**config.mk**
```make
export PLATFORM = sky130hd
export DESIGN_NAME = log_perf_ctrl
export DESIGN_NICKNAME = d
export VERILOG_FILES = /design/src/rtl/log_perf_ctrl.sv
export SDC_FILE = /design/constraint.sdc
export NUM_CORES = 1
export LEC_CHECK = 0
export CAP_MARGIN = 10
export CORE_UTILIZATION = 51
export CTS_CLUSTER_SIZE = 20
export DETAILED_ROUTE_END_ITERATION = 16
export GPL_ROUTABILITY_DRIVEN = 0
export PLACE_DENSITY = 0.83
export REMOVE_ABC_BUFFERS = 1
export SLEW_MARGIN = 10
export SYNTH_ARGS = -nofsm -noshare
export SYNTH_HDL_FRONTEND = slang
export SYNTH_SLANG_ARGS = --single-unit
```
**constraint.sdc**
```tcl
create_clock -name clock -period 5.7 [get_ports clock]
set_input_delay 1.14 -clock clock [delete_from_list [all_inputs] [get_ports clock]]
set_output_delay 1.14 -clock clock [all_outputs]
set_load 0.01 [all_outputs]
```
**src/rtl/log_perf_ctrl.sv**
```systemverilog
// Log/perf control source: free-running cycle timer, windowed log enable, and
// one-cycle perf dump/clean strobes, always sequenced dump before clean.
module log_perf_ctrl #(
  parameter int TIMER_W    = 64,
  parameter int INTERVAL_W = 32
) (
  input  logic                  clock,
  input  logic                  reset,
  input  logic                  timer_en,
  input  logic [TIMER_W-1:0]    log_begin,
  input  logic [TIMER_W-1:0]    log_end,
  input  logic [INTERVAL_W-1:0] perf_interval,
  input  logic                  perf_dump_req,
  input  logic                  perf_clean_req,
  output logic [TIMER_W-1:0]    timer,
  output logic                  log_enable,
  output logic                  perf_clean,
  output logic                  perf_dump,
  output logic                  perf_busy
);

  localparam logic [1:0] ST_IDLE  = 2'd0;
  localparam logic [1:0] ST_DUMP  = 2'd1;
  localparam logic [1:0] ST_CLEAN = 2'd2;

  logic [1:0]            state;
  logic [1:0]            state_next;
  logic [TIMER_W-1:0]    timer_q;
  logic [TIMER_W-1:0]    timer_next;
  logic [INTERVAL_W-1:0] ival_cnt;
  logic [INTERVAL_W-1:0] ival_cnt_next;
  logic                  dump_pend;
  logic                  clean_pend;
  logic                  dump_pend_next;
  logic                  clean_pend_next;
  logic                  periodic_fire;
  logic                  dump_want;
  logic                  clean_want;
  logic                  log_enable_next;

  assign timer = timer_q;

  // NOTE: each always_comb output is given a default first, so no path leaves it unassigned and infers a latch.
  always_comb begin
    timer_next = timer_q;
    if (timer_en && (timer_q != '1)) timer_next = timer_q + TIMER_W'(1);
  end

  // Registered from the next timer value so log_enable lines up with the timer it describes.
  assign log_enable_next = (timer_next >= log_begin) && (timer_next < log_end);

  assign periodic_fire = timer_en && (perf_interval != '0) &&
                         (ival_cnt >= perf_interval - INTERVAL_W'(1));

  always_comb begin
    ival_cnt_next = ival_cnt;
    if (perf_interval == '0)  ival_cnt_next = '0;
    else if (periodic_fire)   ival_cnt_next = '0;
    else if (timer_en)        ival_cnt_next = ival_cnt + INTERVAL_W'(1);
  end

  assign dump_want  = dump_pend  | perf_dump_req  | periodic_fire;
  assign clean_want = clean_pend | perf_clean_req | periodic_fire;

  // A flag is consumed while its strobe is high; a request landing in that cycle re-arms it.
  assign dump_pend_next  = (dump_pend  & (state != ST_DUMP))  | perf_dump_req  | periodic_fire;
  assign clean_pend_next = (clean_pend & (state != ST_CLEAN)) | perf_clean_req | periodic_fire;

  always_comb begin
    state_next = ST_IDLE;
    case (state)
      ST_IDLE: begin
        if (dump_want)       state_next = ST_DUMP;
        else if (clean_want) state_next = ST_CLEAN;
      end
      ST_DUMP: begin
        if (clean_want)      state_next = ST_CLEAN;
      end
      default:               state_next = ST_IDLE;
    endcase
  end

  // NOTE: sequential state uses non-blocking assignments so every register samples pre-edge values.
  always_ff @(posedge clock) begin
    if (!reset) begin
      timer_q    <= '0;
      ival_cnt   <= '0;
      dump_pend  <= 1'b0;
      clean_pend <= 1'b0;
      state      <= ST_IDLE;
      log_enable <= 1'b0;
      perf_dump  <= 1'b0;
      perf_clean <= 1'b0;
    end else begin
      timer_q    <= timer_next;
      ival_cnt   <= ival_cnt_next;
      dump_pend  <= dump_pend_next;
      clean_pend <= clean_pend_next;
      state      <= state_next;
      log_enable <= log_enable_next;
      perf_dump  <= (state_next == ST_DUMP);
      perf_clean <= (state_next == ST_CLEAN);
    end
  end

  assign perf_busy = (state != ST_IDLE) | dump_pend | clean_pend;

endmodule

```
==> results of run 1 <==
## critical path, delay by kind of cell
family                   cells  cell delay [ps]
AO/OA/AOI/OAI                4              730
XOR/XNOR                     1               90
adder cells (fa/ha/maj)      1              290
buffers and inverters        2              600
AND/OR/NAND/NOR              8             2740
## per-stage QoR
step | worst slack (ps) | cells
final | 336.3 | 1627
after global routing | 21.55 | 1627
after global placement | 108.5 | 1611
after detailed placement | -49.68 | 1611
after CTS | 325.4 | 1627
after floorplan | 574.2 | 1133
## kinds of logic (layout without fill, tap and decap cells)
family	after synthesis	count (layout)	share of synthesized area
buffers and inverters	153	407	0.06415
adder cells (fa/ha/maj)	162	162	0.2221
AND/OR/NAND/NOR	463	463	0.2703
XOR/XNOR	123	123	0.1180
AO/OA/AOI/OAI	142	142	0.09719
multiplexers	2	2	0.002330
flip-flops	103	103	0.2259
## cell usage in the layout, fill, tap and decap left out, types with 41 or more instances in the layout
master and instances:
a21oi_1 41, and2_1 70, clkdlybuf4s50_1 231, dfxtp_1 103
ha_1 162, inv_1 138, nand2_1 68, nand4_1 52
nor2_1 104, xnor2_1 64, xor2_1 59
## state kept, by name, summed over array words and instances, names as in the netlist
signal and count:
clean_pend 1, perf_dump 1, log_enable 1, timer 64, perf_clean 1, ival_cnt 32, state 2, dump_pend 1
## metal layers
layer  vias to the layer above  track usage  part of all wire
met5                         -            0                 0
li1                       4504            -                 -
met4                         0       0.1017             0.027
met3                        43      0.03404             0.063
met1                      4125       0.3453              0.43
met2                       309       0.4870              0.48
## area by class of cell
cell class                      count  area, µm²
Fill cell                        1404       5289
Inverter                          138      518.0
Sequential cell                   103       2062
Tap cell                          225      281.5
Multi-Input combinational cell    892       6480
Timing Repair Buffer              253       2487
Clock buffer                       10      239.0
Clock inverter                      6      60.06
## path summary, 6_finish.rpt
check	to	slack [ps]
worst max register to register	log_enable	1160
worst min register to register	state[0]	540
worst max-delay path	state[1]	340
worst min-delay path	state[0]	540
## power by group
group	leakage, nW	switching, mW	internal, mW
clock	0.147	0.305	0.320
combinational	4.60	0.119	0.167
sequential	0.831	0.00639	0.725
total	5.57	0.430	1.21
==> results.toml, run 1 <==
[synth]
avgSynthCellArea_um2 = 7.951
ys_seq_area_frac = 0.2259
synth.ff_latch_count = 103
synth.yosys.warnings = 0
netlist_instances = 1148
synth_edf_count = 0
yosys-top-cells-count = "ha_1 (162), inv_1 (138), nor2_1 (104), dfxtp_1 (103), and2_1 (70)"
netlist.top_cell.by_area = "dfxtp_1"
post-synth-top-count-cell = "ha_1"
synth_ff_type = "dfxtp_1"
yosysUniqueCellTypes = 56
synth_top_area_frac = 0.2259
async_flop_share = 0
synth_area_leaders = "dfxtp_1 (23%), ha_1 (22%), xnor2_1 (6.1%)"
syn-cell-area_um2 = 9128

[finish]
drive_above_1_share = 0.03780
fin_util = 0.6963
num-nets-final = 1724
antenna_cells = 0
areaGrowthSynthToFinish_pct = 32.87
fin_area_um2 = 12130

[routing]
drc = 0
antenna_left = 0
dr.pass1.iters = 5
via_per_inst = 5.520
drt_iter0_drc = 469
wire_per_inst_um = 15.39
totalWireLength_um = 25040
via_count = 8981

[setup_path]
crit_start = "perf_interval[2]"
cp_slowest_cell = "or4_1"
r2r_start = "timer[52]"
cp_max_fo = 7
cp_cell_sequence = "clkdlybuf4s50_1 > or4_1 > nor4b_1 > buf_4 > or4b_4 > nor3_4 > nor3b_2 > xnor2_1 > ha_1 > nand3_1 > or4_1 > o41ai_1 > a211oi_1 > nand2b_4 > a21oi_2 > a211oi_1"
required_ps = 5940
end_kind = "register"
ff2ff_path_depth = 16
crit_type = "input port to register"
cp_data_arrival_time_ps = 5610
worstSetupStartpointType = "input port"
cpPeakStageDelay_ps = 580

[grt]
track_usage = 0.2778
grt_overflow = 0
grt_max_degree = 70
grt_pass1_vias = 8709
antenna_found_initial = 0
grt_pass1_wl_um = 40810

[floorplan]
fp.dieH_um = 135.8
die_x_um = 135.8
start_util = 0.5241
fp.dieArea_um2 = 18440
rows = 48
core_um2 = 17420
io_pins = 233

[timing]
maxSlewHeadroom = 0.5539
fmaxAchievable_mhz = 186.4
finClkSkew_ps = 9.635
finalCritPeriodShare = 0.9410
fin_crit_ps = 5364
drv_slew = 0
setup_viol = 0
hold_violations = 0
rsz0062_at_grt = "no"
hold-worst-slack_ps = 541.4
fin_tns_setup_ps = 0
tightest_slew_ps = 652.3

[job]
drv_cap = 0

[clock_tree]
clock_latency_ps = 360
numCtsBuffers = 9
cts_setup_buffers = 0
hold_buffers = 0
root_buffer = "clkbuf_16"
cts_sinks = 103
clockBufferDepth = 2
cts_tree = "yes"
cts_max_level = 3
cts_resized = 0
clk_pin_slew_worst_paths_ps = 80

[pwr]
p_leak_nw = 5.575
pwr_density_cell_nw_per_um2 = 135.4
power_mw = 1.642
ir_drop_uv = 132.3

[hold_path]
hold_start = "state[0]"
hold_class = "register to register"
min_path_cells = 1

[placed_design]
dp_hpwl_um = 20960
io_buffer_count = 232
postPlaceCellArea_um2 = 11830

[outcome]
status = "complete, no violations"
(Power assumes the default switching activity.)
==> inputs of run 2 (changes only) <==
--- a/config.mk
+++ b/config.mk
@@ -10,7 +10,7 @@
 export CTS_CLUSTER_SIZE = 20
 export DETAILED_ROUTE_END_ITERATION = 16
 export GPL_ROUTABILITY_DRIVEN = 0
-export PLACE_DENSITY = 0.83
+export PLACE_DENSITY = 0.81
 export REMOVE_ABC_BUFFERS = 1
 export SLEW_MARGIN = 10
 export SYNTH_ARGS = -nofsm -noshare
==> run 2 against run 1 <==
Worst setup slack got worse by 54 ps. Non-clock buffer count decreased by 2. Wire length decreased by 1.2%. Total power decreased by 0.59%. Utilization decreased by 0.16 points. Sequential cell count unchanged. Via count decreased by 1.4%. Critical path depth unchanged. Register-to-register slack got worse by 250 ps.
==> results.toml, run 2 (synthesized netlist as in run 1, its figures left out) <==
[routing]
dr_wl_met2_um = 11720
via_count = 8858
drt_iter0_drc = 405
via_per_inst = 5.454
drc = 0
dr_wl_met3_um = 1418
wire_per_inst_um = 15.23
m1WireLength_um = 11190
dr.pass1.iters = 5
routed.top_layer = "met4"
antenna_left = 0
totalWireLength_um = 24740

[timing]
fin_crit_ps = 5418
maxSlewHeadroom = 0.5520
rsz0062_at_grt = "no"
fin_tns_setup_ps = 0
fin_ws_ps = 281.8
hold_violations = 0
tightest_slew_ps = 655.0
drv_slew = 0
fmaxAchievable_mhz = 184.6
finClkSkew_ps = 10.07
finalCritPeriodShare = 0.9506
setup_viol = 0

[finish]
final_common_cell = "clkdlybuf4s50_1"
areaGrowthSynthToFinish_pct = 32.57
multi_input_area_um2 = 6480
nFillCells = 1421
fin_util = 0.6948
largest_reg_flops = 64
stdcell_count = 1624
drive_above_1_share = 0.03503
regArea_um2 = 2062
layout_common_cells = "clkdlybuf4s50_1 (231), ha_1 (162), inv_1 (138)"
num-nets-final = 1722
antenna_cells = 0
fin_area_um2 = 12100

[setup_path]
cp_slowest_cell = "or4_1"
r2r_slack_ps = 910
worstSetupStartpointType = "input port"
required_ps = 5940
cp_max_fo = 7
critical_path.reg2reg.endpoint = "log_enable"
cp_top_family = "simple AND/OR/NAND/NOR gates"
cpPeakStageDelay_ps = 580
crit_type = "input port to register"
crit_start = "perf_interval[10]"
r2r_start = "timer[52]"
cp.buffers_inverters = 1
ff2ff_path_depth = 17
cp_data_arrival_time_ps = 5660
cp_cell_sequence = "clkdlybuf4s50_1 > or4_4 > or4_4 > nor2_1 > nand2_1 > or3_1 > nor4_1 > xnor2_1 > ha_1 > nand2_1 > or4_1 > o41ai_1 > a211oi_1 > nand2b_4 > a21oi_2 > a211oi_1"
end_kind = "register"

[grt]
antenna_found_initial = 0
grt_pass1_wl_um = 40050
grt_max_degree = 70
grt_pass1_vias = 8500
grt_overflow = 0
track_usage = 0.2717

[placed_design]
place_inst = 1609
dp_hpwl_um = 20630
postPlaceCellArea_um2 = 11810
pre_cts_ws_ps = -86.97
io_buffer_count = 232

[clock_tree]
cts_resized = 0
cts_max_level = 3
cts_tree = "yes"
cts_sinks = 103
clockBufferDepth = 2
root_buffer = "clkbuf_16"
clk_pin_slew_worst_paths_ps = 70
numCtsBuffers = 9
cts_setup_buffers = 0
clock_latency_ps = 360
hold_buffers = 0

[floorplan]
io_pins = 233
fp.dieH_um = 135.8
start_util = 0.5241
fp.dieArea_um2 = 18440
core_um2 = 17420
rows = 48
die_x_um = 135.8

[pwr]
p_leak_nw = 5.560
ir_drop_uv = 151.0
pwr_density_cell_nw_per_um2 = 134.9

[job]
drv_cap = 0

[hold_path]
hold_start = "state[0]"
hold_class = "register to register"
hold_end = "perf_dump"
min_path_cells = 1

[outcome]
status = "complete, no violations"
[run 2: layer usage]
layer / up-vias / track usage
met3: 32 / 0.04227
met4: 0 / 0.06804
met1: 4075 / 0.3446
met5: - / 0
li1: 4506 / -
met2: 245 / 0.4753
[run 2: final cells by class]
class	instances	area share
inverter	138	0.04281
clock inverter	5	0.004756
clock buffer	10	0.01892
timing repair buffer	251	0.2043
multi-input combinational	892	0.5355
sequential	103	0.1704
tap	225	0.02327
[run 2: worst max-delay path by stage]
stage                  end  cells past startpoint
6_report        perf_clean                     16
5_1_grt           state[1]                     16
4_1_cts         perf_clean                     16
3_5_place_dp    perf_clean                     16
3_3_place_gp    perf_clean                     16
2_1_floorplan  ival_cnt[0]                     13
[run 2: power by group]
part | total, mW | switching (mW) | internal [mW]
clock network | 0.617 | 0.277 | 0.340
registers | 0.732 | 0.00637 | 0.726
logic | 0.283 | 0.116 | 0.167
total | 1.63 | 0.400 | 1.23
[run 2: metrics by stage]
step	hold WS, ps	power [mW]
2_1_floorplan	483.2	0.8578
3_3_place_gp	522.2	1.024
3_5_place_dp	528.9	1.031
4_1_cts	539.6	1.642
5_1_grt	581.6	1.700
6_report	542.5	1.633
==> inputs of run 3 (changes only) <==
--- a/config.mk
+++ b/config.mk
@@ -5,7 +5,8 @@
 export SDC_FILE = /design/constraint.sdc
 export NUM_CORES = 1
 export LEC_CHECK = 0
-export CAP_MARGIN = 10
+export CAP_MARGIN = 30
+export CORE_MARGIN = 5
 export CORE_UTILIZATION = 51
 export CTS_CLUSTER_SIZE = 20
 export DETAILED_ROUTE_END_ITERATION = 16
==> run 3 against run 2 <==
Sequential share of layout area is essentially flat. Combinational power is essentially flat. Final area grew 0.25%. Count of clock-buffer cells in the layout is the same. Highest routed layer is now met5. Total power grew 2.0%. Utilization shrank 1.2 points. First-iteration DRC count grew 4.2%. Clock skew shrank 3.9 ps. Hold slack lost 8.0 ps. Non-clock buffer count shrank 1. Worst setup slack gained 94 ps. Via count shrank 0.38%.
==> results.toml, run 3 (synthesized netlist as in run 1, its figures left out) <==
[outcome]
status = "complete, no violations"

[setup_path]
r2r_start = "timer[52]"
cpPeakStageDelay_ps = 590
cp_max_fo = 7
cp_cell_sequence = "clkdlybuf4s50_1 > or4_4 > or4_4 > nor2_1 > nand2_1 > or3_1 > nor4_2 > xnor2_1 > ha_1 > nand2_1 > or4_1 > o41ai_1 > a211oi_1 > nand2b_4 > a21oi_2 > a211oi_1"
crit_type = "input port to register"
required_ps = 5940
cp_slowest_cell = "or4_1"
cp.depth = 16
worstSetupStartpointType = "input port"
critical_path.reg2reg.endpoint = "log_enable"
r2r_slack_ps = 890
cp_top_family = "simple AND/OR/NAND/NOR gates"
end_kind = "register"
cp.buffers_inverters = 1
cp_data_arrival_time_ps = 5570
critical_path.endpoint = "perf_clean"
crit_start = "perf_interval[10]"
ff2ff_path_depth = 17

[pwr]
pwr_density_cell_nw_per_um2 = 137.2
ir_drop_uv = 127.3
p_leak_nw = 5.565

[clock_tree]
cts_sinks = 103
cts_resized = 0
cts_setup_buffers = 0
clock_latency_ps = 350
clockBufferDepth = 2
clk_pin_slew_worst_paths_ps = 70
cts_tree = "yes"
numCtsBuffers = 9
cts_max_level = 3
root_buffer = "clkbuf_16"
hold_buffers = 0

[timing]
setup_viol = 0
rsz0062_at_grt = "no"
drv_slew = 0
finClkSkew_ps = 6.124
hold_violations = 0
fin_crit_ps = 5324
fmaxAchievable_mhz = 187.8
finalCritPeriodShare = 0.9341
tightest_slew_ps = 679.6
maxSlewHeadroom = 0.5427

[routing]
totalWireLength_um = 25060
drc = 0
wire_per_inst_um = 15.39
via_count = 8824
drt_iter0_drc = 422
via_per_inst = 5.420
dr.pass1.iters = 5
antenna_left = 0

[grt]
track_usage = 0.2397
grt_overflow = 0
grt_pass1_vias = 8621
grt_pass1_wl_um = 40450
antenna_found_initial = 1
grt_max_degree = 70

[finish]
layout_common_cells = "clkdlybuf4s50_1 (231), ha_1 (162), inv_1 (138)"
nFillCells = 1447
areaGrowthSynthToFinish_pct = 32.90
fin_area_um2 = 12130
final_common_cell = "clkdlybuf4s50_1"
stdcell_count = 1628
num-nets-final = 1721
largest_reg_flops = 64
drive_above_1_share = 0.03645
antenna_cells = 0
fin_util = 0.6823

[floorplan]
fp.dieH_um = 143.8
rows = 49
io_pins = 233
core_um2 = 17780
die_x_um = 143.8
fp.dieArea_um2 = 20670
start_util = 0.5134

[placed_design]
dp_hpwl_um = 21230
postPlaceCellArea_um2 = 11810
io_buffer_count = 232
place_inst = 1612

[job]
drv_cap = 0

[hold_path]
hold_start = "state[0]"
hold_class = "register to register"
min_path_cells = 1
## run 3: cell count changes in the layout (fill, tap and decap cells not counted)
cell	change
clkbuf_1	-1
clkbuf_8	+1
inv_6	+1
nor4_1	-1
clkinv_2	-2
nor4_2	+1
buf_4	-1
clkinv_4	+2
## run 3: per-stage QoR
| stage | hold WS, ps | worst slack [ps] | power (mW) | setup TNS (ps) |
|---|---|---|---|---|
| after floorplan | 483.2 | 574.2 | 0.8578 | 0 |
| after global placement | 517.0 | 112.2 | 1.023 | 0 |
| after detailed placement | 530.5 | -55.72 | 1.030 | -445.8 |
| after CTS | 538.4 | 330.2 | 1.681 | 0 |
| after global routing | 570.0 | 57.24 | 1.741 | 0 |
| final | 534.5 | 375.6 | 1.664 | 0 |
## run 3: cell type report
cell class                      instances  area [µm²]  area share
Multi-Input combinational cell        892        6486      0.5347
Timing Repair Buffer                  250        2465      0.2032
Sequential cell                       103        2062      0.1700
Inverter                              138       518.0     0.04270
Tap cell                              229       286.5     0.02362
Clock buffer                           10       239.0     0.01970
Clock inverter                          6       73.82    0.006086
## run 3: how the worst min path moves through the flow
stage,end,slack [ps]
6_report,perf_dump,530
5_1_grt,state[0],570
4_1_cts,state[0],540
3_5_place_dp,state[0],530
3_3_place_gp,perf_dump,520
2_1_floorplan,perf_dump,480
## run 3: layer usage
layer / up-vias / track usage / share of wire
met5: - / 0 / 0.00052
met4: 2 / 0.08920 / 0.030
met3: 47 / 0.05324 / 0.079
met2: 255 / 0.4078 / 0.47
met1: 4019 / 0.2967 / 0.42
li1: 4501 / - / -
## run 3: where the power goes
part	switching [mW]	internal [mW]	leakage, nW
logic	0.115	0.167	4.58
registers	0.00675	0.725	0.831
clock network	0.291	0.359	0.154
